==> src/rtl/rx_window_pkg.sv <==
// Shared types and default widths for the receive-window sequencer.
package rx_window_pkg;

    localparam int DEF_DLY_W = 16;
    localparam int DEF_CNT_W = 16;
    localparam int RATE_W    = 8;

    typedef enum logic [2:0] {
        IDLE   = 3'd0,
        ARMED  = 3'd1,
        DELAY  = 3'd2,
        WINDOW = 3'd3,
        DONE   = 3'd4
    } rx_state_e;

endpackage

==> src/rtl/rx_load_counter.sv <==
// Loadable down-counter with a zero flag; stops at zero instead of wrapping.
module rx_load_counter #(
    parameter int W = 16
) (
    input  logic         clk_i,
    input  logic         rst_i,
    input  logic         load_i,
    input  logic [W-1:0] load_val_i,
    input  logic         dec_i,
    output logic         zero_o
);

    logic [W-1:0] count_q;
    logic [W-1:0] count_d;

    always_comb begin
        count_d = count_q;
        if (load_i) begin
            count_d = load_val_i;
        end else if (dec_i && (count_q != '0)) begin
            count_d = count_q - 1'b1;
        end
    end

    always_ff @(posedge clk_i) begin
        if (rst_i) begin
            count_q <= '0;
        end else begin
            count_q <= count_d;
        end
    end

    assign zero_o = (count_q == '0);

endmodule

==> src/rtl/rx_window_ctrl.sv <==
// Receive-window sequencer: trigger -> programmable delay -> N-strobe window -> re-arm.
// Define RX_WINDOW_OVERRUN_EN to build the sticky overrun detector for triggers arriving while busy.
module rx_window_ctrl
    import rx_window_pkg::*;
#(
    parameter int DLY_W = DEF_DLY_W,
    parameter int CNT_W = DEF_CNT_W
) (
    input  logic              clock_i,
    input  logic              reset_i,
    input  logic              arm_i,
    input  logic              trigger_i,
    input  logic [DLY_W-1:0]  cfg_delay_i,
    input  logic [CNT_W-1:0]  cfg_nsamples_i,
    input  logic [RATE_W-1:0] cfg_rate_i,
    input  logic              strobe_i,
    output logic              gen_enable_o,
    output logic [RATE_W-1:0] gen_rate_o,
    output logic              window_active_o,
    output logic              window_done_o,
    output logic [CNT_W-1:0]  sample_count_o,
    output logic              overrun_o,
    output rx_state_e         state_o
);

    // Handshake: trigger_i is a single-cycle pulse honoured only in ARMED with arm_i high;
    // strobe_i is counted only in WINDOW; window_done_o is a one-cycle pulse.

    rx_state_e         state_q, state_d;
    logic [CNT_W-1:0]  ns_q, ns_d;
    logic [CNT_W-1:0]  count_q, count_d;
    logic [RATE_W-1:0] rate_q, rate_d;

    logic              accept;
    logic              last_strobe;
    logic              dly_load;
    logic              dly_zero;
    logic [DLY_W-1:0]  dly_load_val;

    assign accept      = (state_q == ARMED) && arm_i && trigger_i;
    assign last_strobe = (state_q == WINDOW) && strobe_i && ((count_q + CNT_W'(1)) == ns_q);

    // Loading delay-1 lets the zero flag mark the final DELAY cycle.
    assign dly_load     = accept && (cfg_delay_i != '0);
    assign dly_load_val = cfg_delay_i - DLY_W'(1);

    rx_load_counter #(
        .W (DLY_W)
    ) u_delay_cnt (
        .clk_i      (clock_i),
        .rst_i      (reset_i),
        .load_i     (dly_load),
        .load_val_i (dly_load_val),
        .dec_i      (state_q == DELAY),
        .zero_o     (dly_zero)
    );

    always_ff @(posedge clock_i) begin
        if (reset_i) begin
            state_q <= IDLE;
        end else begin
            state_q <= state_d;
        end
    end

    always_comb begin
        state_d = state_q;
        if (!arm_i) begin
            state_d = IDLE;
        end else begin
            case (state_q)
                IDLE:    state_d = ARMED;
                ARMED: begin
                    if (trigger_i) begin
                        if (cfg_delay_i != '0) begin
                            state_d = DELAY;
                        end else if (cfg_nsamples_i == '0) begin
                            state_d = DONE;
                        end else begin
                            state_d = WINDOW;
                        end
                    end
                end
                DELAY: begin
                    if (dly_zero) begin
                        state_d = (ns_q == '0) ? DONE : WINDOW;
                    end
                end
                WINDOW: begin
                    if (last_strobe) begin
                        state_d = DONE;
                    end
                end
                DONE:    state_d = ARMED;
                default: state_d = IDLE;
            endcase
        end
    end

    always_comb begin
        gen_enable_o    = 1'b0;
        window_active_o = 1'b0;
        window_done_o   = 1'b0;
        case (state_q)
            WINDOW: begin
                gen_enable_o    = 1'b1;
                window_active_o = 1'b1;
            end
            DONE:    window_done_o = 1'b1;
            default: ;
        endcase
    end

    // Shadow configuration is captured only on the accepted trigger.
    always_comb begin
        ns_d    = ns_q;
        rate_d  = rate_q;
        count_d = count_q;
        if (accept) begin
            ns_d    = cfg_nsamples_i;
            rate_d  = cfg_rate_i;
            count_d = '0;
        end else if ((state_q == WINDOW) && arm_i && strobe_i) begin
            count_d = count_q + CNT_W'(1);
        end
    end

    always_ff @(posedge clock_i) begin
        if (reset_i) begin
            ns_q    <= '0;
            rate_q  <= '0;
            count_q <= '0;
        end else begin
            ns_q    <= ns_d;
            rate_q  <= rate_d;
            count_q <= count_d;
        end
    end

    assign gen_rate_o     = rate_q;
    assign sample_count_o = count_q;
    assign state_o        = state_q;

`ifdef RX_WINDOW_OVERRUN_EN
    logic ovr_q, ovr_d;

    always_comb begin
        ovr_d = ovr_q;
        if (!arm_i) begin
            ovr_d = 1'b0;
        end else if (trigger_i && ((state_q == DELAY) || (state_q == WINDOW) || (state_q == DONE))) begin
            ovr_d = 1'b1;
        end
    end

    always_ff @(posedge clock_i) begin
        if (reset_i) begin
            ovr_q <= 1'b0;
        end else begin
            ovr_q <= ovr_d;
        end
    end

    assign overrun_o = ovr_q;
`else
    assign overrun_o = 1'b0;
`endif

endmodule

==> config.mk <==
export PLATFORM = sky130hd
export DESIGN_NAME = rx_window_ctrl
export DESIGN_NICKNAME = d
export VERILOG_FILES = /design/src/rtl/rx_window_pkg.sv /design/src/rtl/rx_load_counter.sv /design/src/rtl/rx_window_ctrl.sv
export SDC_FILE = /design/constraint.sdc
export NUM_CORES = 1
export LEC_CHECK = 0
export BUFFER_PORTS_ARGS = -buffer_cell sky130_fd_sc_hd__buf_2
export CAP_MARGIN = 20
export CORE_MARGIN = 2
export CORE_UTILIZATION = 50
export DETAILED_ROUTE_END_ITERATION = 12
export PLACE_DENSITY = 0.73
export SYNTH_ARGS = -nofsm -noshare
export SYNTH_HDL_FRONTEND = slang
export SYNTH_SLANG_ARGS = --single-unit
export TNS_END_PERCENT = 100
==> constraint.sdc <==
create_clock -name clock_i -period 9 [get_ports clock_i]
set_input_delay 0.45 -clock clock_i [delete_from_list [all_inputs] [get_ports clock_i]]
set_output_delay 0.45 -clock clock_i [all_outputs]
set_load 0.03 [all_outputs]
### Word-level counts from Yosys, hierarchy flattened

Index checks and enable logic that the tools add are counted.

* register bits after elaboration: 59
* input port bits: 45
* output and inout port bits: 31

* add/subtract/negate cells: 3
* equal/unequal tests: 8
* mux-type cells: 11
* bitwise operators: 1
* reductions and logical operators: 19

Operator list (count)
* 16-bit logical NOT: 3
* 16-bit two-way mux: 2
* 16-bit nonzero test: 2
* 16-bit by 1-bit subtractor with 16-bit output, second input constant: 2
* 3-bit two-way mux: 6
* 16-bit by 1-bit adder with 16-bit output, second input constant: 1
* 16-bit == test: 1
* 3-bit case mux with 4 select lines: 1
* 1-bit logical AND: 8
* 3-bit by 2-bit == test with 1-bit output, second input constant: 2
* 2-bit != test, second input constant: 3
* 2-bit OR reduction: 3
* 3-bit by 1-bit == test with 1-bit output, second input constant: 1
* 3-bit == test, second input constant: 1
* 3-bit logical NOT: 1
* 3-bit AND reduction: 1
* 1-bit two-way mux: 2
* 2-bit nonzero test: 1
* 1-bit NOT: 1

### Longest topological paths before layout

Gate-level depths: netlist (run 1).

* word-level depth: 5
* mapped depth: 13
* gate-level depth less buffers: 11

### Cells and area by module

A second synthesis (run 1) with hierarchy kept.

* cells, all modules: 476
* area total of the unflattened synthesis: 3696.0 µm²

By module, submodules not included
* rx_window_ctrl: times used 1, cells each 362, area each 2751.4 µm², seq. area each 860.8 µm²
* rx_load_counter: times used 1, cells each 114, area each 944.7 µm², seq. area each 320.3 µm²

### Worst setup path before layout (run 1)

Ideal clock, no wire load.

* kind: input to register
* start point: input cfg_delay_i[1]
* end point: register u_delay_cnt.count_q[12]
* setup time: 101 ps
* arrival time: 3357 ps
* required time: 8899 ps
* slack: 5542 ps
* stages on the path: 13
* cell sequence: or4_4 nor3_4 a31oi_1 buf_6 clkbuf_1 mux2i_1 ha_1 nand3b_1 or2_2 mux2_2 nor2_1 inv_1 o41ai_1

* longest elaborated chain between the ends: 3

RTL lines
* start: declaration: line rx_window_ctrl.sv:13 `input logic [DLY_W-1:0] cfg_delay_i,`
* branches (longest 3 deep; another with 16-bit by 1-bit subtractor with 16-bit output)
* end signal: assignment: line rx_load_counter.sv:29 `count_q <= count_d;`
* end: declaration: line rx_load_counter.sv:13 `logic [W-1:0] count_q;`

Parallel ways; which one is timed is not known.
A chain may end at the register's enable or synchronous reset.

### Worst setup path in the final report (run 1)

* start point: register state_q[0] (netlist: state_o[0])
* end point: register u_delay_cnt.count_q[12]

* longest elaborated chain between the ends: 5

RTL lines
* start: declaration: line rx_window_ctrl.sv:29 `rx_state_e state_q, state_d;`
* start signal: assignment: line rx_window_ctrl.sv:62 `state_q <= state_d;`
* 3-bit by 1-bit == test with 1-bit output: line rx_window_ctrl.sv:40 `assign accept = (state_q == ARMED) && arm_i && trigger_i;`
* 1-bit logical AND (2 in a row): line rx_window_ctrl.sv:40
* 1-bit logical AND: line rx_window_ctrl.sv:44 `assign dly_load = accept && (cfg_delay_i != '0);`
* 16-bit two-way mux / 2-bit nonzero test (equally long branches)

Several ways; a longest one is shown, not always the timed one.

==> metrics.md, run 1 <==
| Metric | Value |
|---|---|
| Status | `finished clean` |
| Post-synthesis mux area share | `3.02%` |
| Combinational share of power | `16.9%` |
| Commonest non-fill, non-tap cell in the layout | `buf_2` |
| Antenna Cells | `0` |
| Number of synthesized flops with an enable pin | `0` |
| Fill count | `646` |
| First-pass GRT wire length | `14.5 mm` |
| Worst Max-Slew Pin Slew | `0.936 ns` |
| TritonCTS sink count | `59` |
| Final wirelength | `8.84 mm` |
| Simple-gate area share of the yosys netlist | `30.8%` |
| TritonRoute pass-1 iters | `5` |
| Cell Rows | `30` |
| Hold Fails Final Rpt | `0` |
| Slowest Stage Delay on Critical Path | `0.48 ns` |
| Largest net degree at the start of global routing | `47` |
| Initial antenna violation count | `0` |
| Compound-Gate Fraction of Synth Area | `16.4%` |
| Max Cap Viol | `0` |
| Storage element area | `1180 um^2` |
| Adder-Cell Fraction of Synth Area | `0.701%` |
| Fin crit share | `40.0%` |
| Switching share of power | `28.3%` |
| Clk root buf | `clkbuf_8` |
| Post-CTS resize count | `0` |
| Synth area leader | `dfxtp_1` |
| Switching pwr | `168 uW` |
| Flops & latches, synth | `59` |
| Setup TNS after final layout | `0 ns` |
| Critical path class | `reg -> reg` |
| Worst Setup End Kind | `flop` |
| Clk_lat worst skew | `0.34 ns` |
| Num CTS Buffers | `9` |
| Slew margin rel. | `37.6%` |
| Final core occ | `59.9%` |
| Initial Util | `51.9%` |
| Worst EP arrival | `3.84 ns` |
| Core Region | `6870 um^2` |
| Final GP Congestion | `0.864` |
| Die height | `88.5 um` |
| Slew Limit Fails | `0` |
| Largest family of logic cells by synthesized area | `simple AND/OR/NAND/NOR gates` |
| Peak supply drop | `0.101 mV` |
| RSZ-0062 raised after global routing | `no` |
| Vias in the first global route | `3135` |
| Distinct cells, synth | `64` |
| Cells after Synth | `461` |
| Most common flop cell mapped by yosys | `dfxtp_1` |
| Footprint of the multi-input gates | `2250 um^2` |
| ANT nets after route | `0` |
| WL per Instance | `14.3 um` |
| Cell-internal power | `426 uW` |
| Synth top area share | `33.1%` |
| # hold bufs at CTS | `0` |
| NumNets Final | `563` |
| GRT overflow | `0` |
| Initial DRC count | `193` |
| # IOs | `76` |
| Worst setup SP type | `flop` |
| Vias | `3534` |
| DP HPWL | `6.49 mm` |
| Critical Path RT | `9.24 ns` |
| CP most frequent cell | `buf_4` |
| Clk pwr share | `36.2%` |
| Power density over the cells | `144 nW/um^2` |
| CTS tree | `yes` |
| Crit path cell chain | `nor3b_1 -> nand3_1 -> buf_4 -> a31oi_2 -> buf_4 -> mux2i_1 -> ha_1 -> nand3b_1 -> or2_2 -> mux2_2 -> nor2_1 -> inv_1 -> o41ai_1` |
| Worst-path clk slew | `0.07 ns` |
| DIE AREA | `7830 um^2` |
| Die X | `88.5 um` |
| Sequential power share | `46.8%` |
| Ys Warns | `0` |
| Peak Freq | `278 MHz` |
| Post-Synth XOR/XNOR Area | `11.8%` |
| Most frequent cells in the layout | `buf_2, nand2_1, dfxtp_1` |
| Leak pwr | `0.00163 uW` |
| Avg Cell Area, Syn | `7.74 um^2` |
| Layout cells sized above 1 | `19.4%` |
| Min cycle time layout | `3.60 ns` |
| Synth Net Count | `508` |
| Number of port buffers | `74` |
| HP Class | `in -> reg` |
| Asr flop ratio synth | `0%` |
| Skew final | `0.00935 ns` |
| CP max-delay cell | `dfxtp_1` |
| DRC viols | `0` |
| Post-CTS Setup Inserts | `0` |
| H-tree levels | `3` |
| Crit Path Max Fanout | `31` |
| Area grow syn2layout | `15.4%` |
| Post-synthesis sequential area ratio | `33.1%` |
| Total GRT Usage | `23.5%` |
| # setup viols final | `0` |
| Ranking of synthesized cells by area | `dfxtp_1, nand2_1, xor2_1, xnor2_1, nor2_1` |
| CTS Buffer Depth | `2` |
| Synthesized area | `3570 um^2` |
| Vias per inst | `5.73` |
## flip-flops by register name, indices dropped and copies added (netlist names)
| name | cells |
|---|---|
| ns_q | 16 |
| sample_count_o | 16 |
| u_delay_cnt.count_q | 16 |
| gen_rate_o | 8 |
| state_o | 3 |
## routing by layer
layer	GRT usage, %	share of wire, %
met1	32.0	48
met2	36.8	44
met3	4.38	5.8
met4	9.37	1.8
met5	0	0
## stage by stage
step	hold slack (ns)	cell area, um^2	worst slack (ns)	power (uW)	cells
final	0.350	4120	5.40	594	617
after global routing	0.356	4120	5.09	621	617
after CTS	0.345	4120	5.44	597	617
after detailed placement	0.446	3940	5.18	383	601
after global placement	0.441	3940	5.34	382	601
after floorplan	0.439	3570	5.54	354	461
## worst max-delay path: cells and delay by family (launching register included)
kind            cells  cell delay, ns
simple gates        5            1.09
compound gates      2            0.46
mux                 2            0.58
buf+inv             3            0.59
flops               1            0.48
fa+ha+maj           1            0.29
## Yosys cell counts, types with 2 or more instances
library cell and n:
a211oi_1 8, o211ai_1 2, o31a_1 2, inv_1 3, mux2_2 4, a21oi_1 33
nand4_1 6, nor2_1 47, and4_1 4, dfxtp_1 59, nor4_1 15, a311oi_1 2
buf_4 2, o21ai_0 9, nor2b_1 6, a2111oi_0 3, nor4b_1 2, mux2i_1 4
xnor2_1 23, nand2_1 71, nand2b_1 6, o2111ai_1 2, buf_1 2, nand3_1 14
or2_2 2, xor2_1 25, clkbuf_1 26, and3_1 6, or3_1 6, nor3b_1 10
ha_1 2, o41ai_1 2, nor3_1 15, a31oi_1 5, a221oi_1 2, o22ai_1 3
## layout make-up
type,instances,share of cell area (%)
inverter,3,0.274
clock inverter,2,0.243
multi-input combinational,367,54.6
clock buffer,14,3.95
sequential,59,28.7
tap,96,2.92
timing repair buffer,76,9.36
## final timing paths
check                     start                      end  slack, ns  cells past startpoint
setup reg to reg     state_o[0]  u_delay_cnt.count_q[12]       5.40                     13
setup / recovery     state_o[0]  u_delay_cnt.count_q[12]       5.40                     13
hold / removal    cfg_rate_i[0]            gen_rate_o[0]       0.35                      3
hold reg to reg   gen_rate_o[0]            gen_rate_o[0]       0.45                      2
## kinds of logic (layout without fill, tap and decap cells)
family / after synthesis / in the layout
XOR/XNOR: 48 / 48
adder cells (fa/ha/maj): 2 / 2
flip-flops: 59 / 59
AO/OA/AOI/OAI: 88 / 88
other: 1 / 1
multiplexers: 9 / 9
buffers and inverters: 35 / 95
AND/OR/NAND/NOR: 219 / 219
## power groups by stage
| stage | registers [uW] | logic [uW] | clock network, uW |
|---|---|---|---|
| final | 278 | 101 | 215 |
| after global routing | 279 | 111 | 230 |
| after CTS | 278 | 99.9 | 220 |
| after detailed placement | 284 | 99.5 | 0 |
| after global placement | 283 | 98.6 | 0 |
| after floorplan | 284 | 69.5 | 0 |
Note: power is estimated with default switching activity, not from simulation.
==> run 2, diff against run 1 <==
Settings changed: PLACE_DENSITY 0.73 to 0.76.
Clock period 9 ns to 3.3 ns, I/O delays scaled along.
==> run 2 against run 1 <==
Against the previous run:
- first-iteration DRC count rose by 27%
- routed wire length rose by 2.1%
- clock power rose to 2.8 times the previous value
- design area rose by 2.7%
- critical path depth fell by 2
- die area did not move
- setup slack got worse by 5.1 ns
- critical endpoint unchanged
==> metrics.md, run 2 (synthesized netlist as in run 1, its figures left out) <==
| Metric | Value |
|---|---|
| Fill count | `628 (-2.8%)` |
| TritonCTS sink count | `59 (unchanged)` |
| Initial Util | `51.9% (unchanged)` |
| Vias in the first global route | `3156 (+0.67%)` |
| Area grow syn2layout | `18.5%` |
| H-tree levels | `3 (unchanged)` |
| Final GP Congestion | `0.939 (+8.7%)` |
| DIE AREA | `7830 um^2 (unchanged)` |
| RSZ-0062 raised after global routing | `no` |
| Skew final | `0.00579 ns (-0.00356 ns)` |
| Worst setup SP type | `flop` |
| Clk_lat worst skew | `0.34 ns (about the same)` |
| Peak supply drop | `0.238 mV (+130%)` |
| Critical path class | `reg -> reg` |
| Largest net degree at the start of global routing | `31 (-34%)` |
| Vias | `3545 (+0.31%)` |
| Slew Limit Fails | `0 (unchanged)` |
| Post-CTS Setup Inserts | `0 (unchanged)` |
| Crit Path Max Fanout | `9 (-71%)` |
| Vias per inst | `5.65 (-1.3%)` |
| Layout cells sized above 1 | `22.2% (+2.8 points)` |
| Fin cells | `627 (+1.6%)` |
| Setup TNS after final layout | `0 ns (unchanged)` |
| First-pass GRT wire length | `14.8 mm (+2.2%)` |
| Most frequent cells in the layout | `buf_2, nand2_1, dfxtp_1` |
| CP delay by family, top | `simple AND/OR/NAND/NOR gates` |
| Initial antenna violation count | `0 (unchanged)` |
| Cell Rows | `30 (unchanged)` |
| TritonRoute pass-1 iters | `5 (unchanged)` |
| Worst Max-Slew Pin Slew | `0.603 ns (-0.333 ns)` |
| Fin crit share | `91.9% (+52 points)` |
| DP HPWL | `6.70 mm (+3.1%)` |
| CP max-delay cell | `dfxtp_2` |
| Placed Instances | `612 (+1.8%)` |
| Slowest Stage Delay on Critical Path | `0.40 ns (-0.08 ns)` |
| Post-Place Setup Slack | `0.0462 ns (-5.13 ns)` |
| Core Region | `6870 um^2 (unchanged)` |
| Worst-path clk slew | `0.06 ns (about the same)` |
| WL per Instance | `14.4 um (+0.50%)` |
| Crit path cell chain | `nor3b_2 -> nand3_1 -> a31oi_4 -> mux2i_2 -> ha_2 -> nand3b_1 -> or2_2 -> mux2_2 -> nor2_2 -> inv_1 -> o41ai_1` |
| Max Cap Viol | `0 (unchanged)` |
| Die height | `88.5 um (unchanged)` |
| Critical Path RT | `3.53 ns (-5.71 ns)` |
| Leak pwr | `0.00170 uW (+4.1%)` |
| CTS Buffer Depth | `2 (unchanged)` |
| Peak Freq | `330 MHz (+19%)` |
| Slew margin rel. | `59.8% (+22 points)` |
| Antenna Cells | `0 (unchanged)` |
| Design Power | `1650 uW (+180%)` |
| ANT nets after route | `0 (unchanged)` |
| # IOs | `76 (unchanged)` |
| Number of port buffers | `74 (unchanged)` |
| Num CTS Buffers | `9 (unchanged)` |
| Commonest non-fill, non-tap cell in the layout | `buf_2` |
| Status | `finished clean` |
| GRT overflow | `0 (unchanged)` |
| Crit path buffers/inverters | `1 (-2)` |
| CTS tree | `yes` |
| Clk root buf | `clkbuf_8` |
| Initial DRC count | `246 (+27%)` |
| Worst Setup End Kind | `flop` |
| Total GRT Usage | `23.9% (+0.38 points)` |
| Die X | `88.5 um (unchanged)` |
| Final WS setup | `0.268 ns (-5.13 ns)` |
| NumNets Final | `574 (+2.0%)` |
| Hold Fails Final Rpt | `0 (unchanged)` |
| HP Class | `in -> reg` |
| Power density over the cells | `391 nW/um^2 (+170%)` |
| Final wirelength | `9.02 mm (+2.1%)` |
| # setup viols final | `0 (unchanged)` |
| DRC viols | `0 (unchanged)` |
| Worst EP arrival | `3.26 ns (-0.58 ns)` |
| Min cycle time layout | `3.03 ns (-0.570 ns)` |
==> run 2: worst register-to-register path, cell delays in order, from the launching register on <==
cell and delay, ns:
dfxtp_2 0.40, nor3b_2 0.22, nand3_1 0.19, a31oi_4 0.27, mux2i_2 0.28, ha_2 0.26
nand3b_1 0.17, or2_2 0.35, mux2_2 0.31, nor2_2 0.14, inv_1 0.05, o41ai_1 0.29
==> run 2: path summary, 6_finish.rpt <==
check             slack [ns]  cells past startpoint          start                      end
setup / recovery        0.27                     11     state_o[0]  u_delay_cnt.count_q[12]
hold / removal          0.07                      3  cfg_rate_i[0]            gen_rate_o[0]
setup reg to reg        0.27                     11     state_o[0]  u_delay_cnt.count_q[12]
hold reg to reg         0.45                      2  gen_rate_o[4]            gen_rate_o[4]
==> run 2: layout make-up <==
cell class	count	area, um^2	area share (%)
Clock inverter	2	10.0	0.237
Timing Repair Buffer	87	468	11.1
Clock buffer	13	169	3.99
Sequential cell	59	1180	28.0
Inverter	3	11.3	0.266
Multi-Input combinational cell	367	2270	53.6
Tap cell	96	120	2.84
==> run 2: per-layer routing <==
metal / routed length [um] / global-route usage (%)
met1: 4320 / 33.5
met2: 3930 / 37.0
met3: 656 / 4.10
met4: 119 / 8.54
met5: 0 / 0
==> run 2: repair_timing <==
action,CTS,global route
hold buffers,0,0
resized for setup,0,5
endpoints found under the setup margin,0,3
==> run 2: power breakdown <==
group / switching [uW] / leakage (uW) / internal, uW
combinational: 167 / 0.00113 / 123
sequential: 22.5 / 0.000478 / 735
clock: 278 / 0.0000953 / 328
==> run 2: stage by stage <==
step                area, um^2  util (%)  hold slack, ns
CTS                       4210      61.2          0.0593
global placement          4030      58.6           0.405
floorplan                 3570         -           0.301
global route              4230      61.6          0.0673
finish                    4230      61.6          0.0654
detailed placement        4030      58.6           0.413
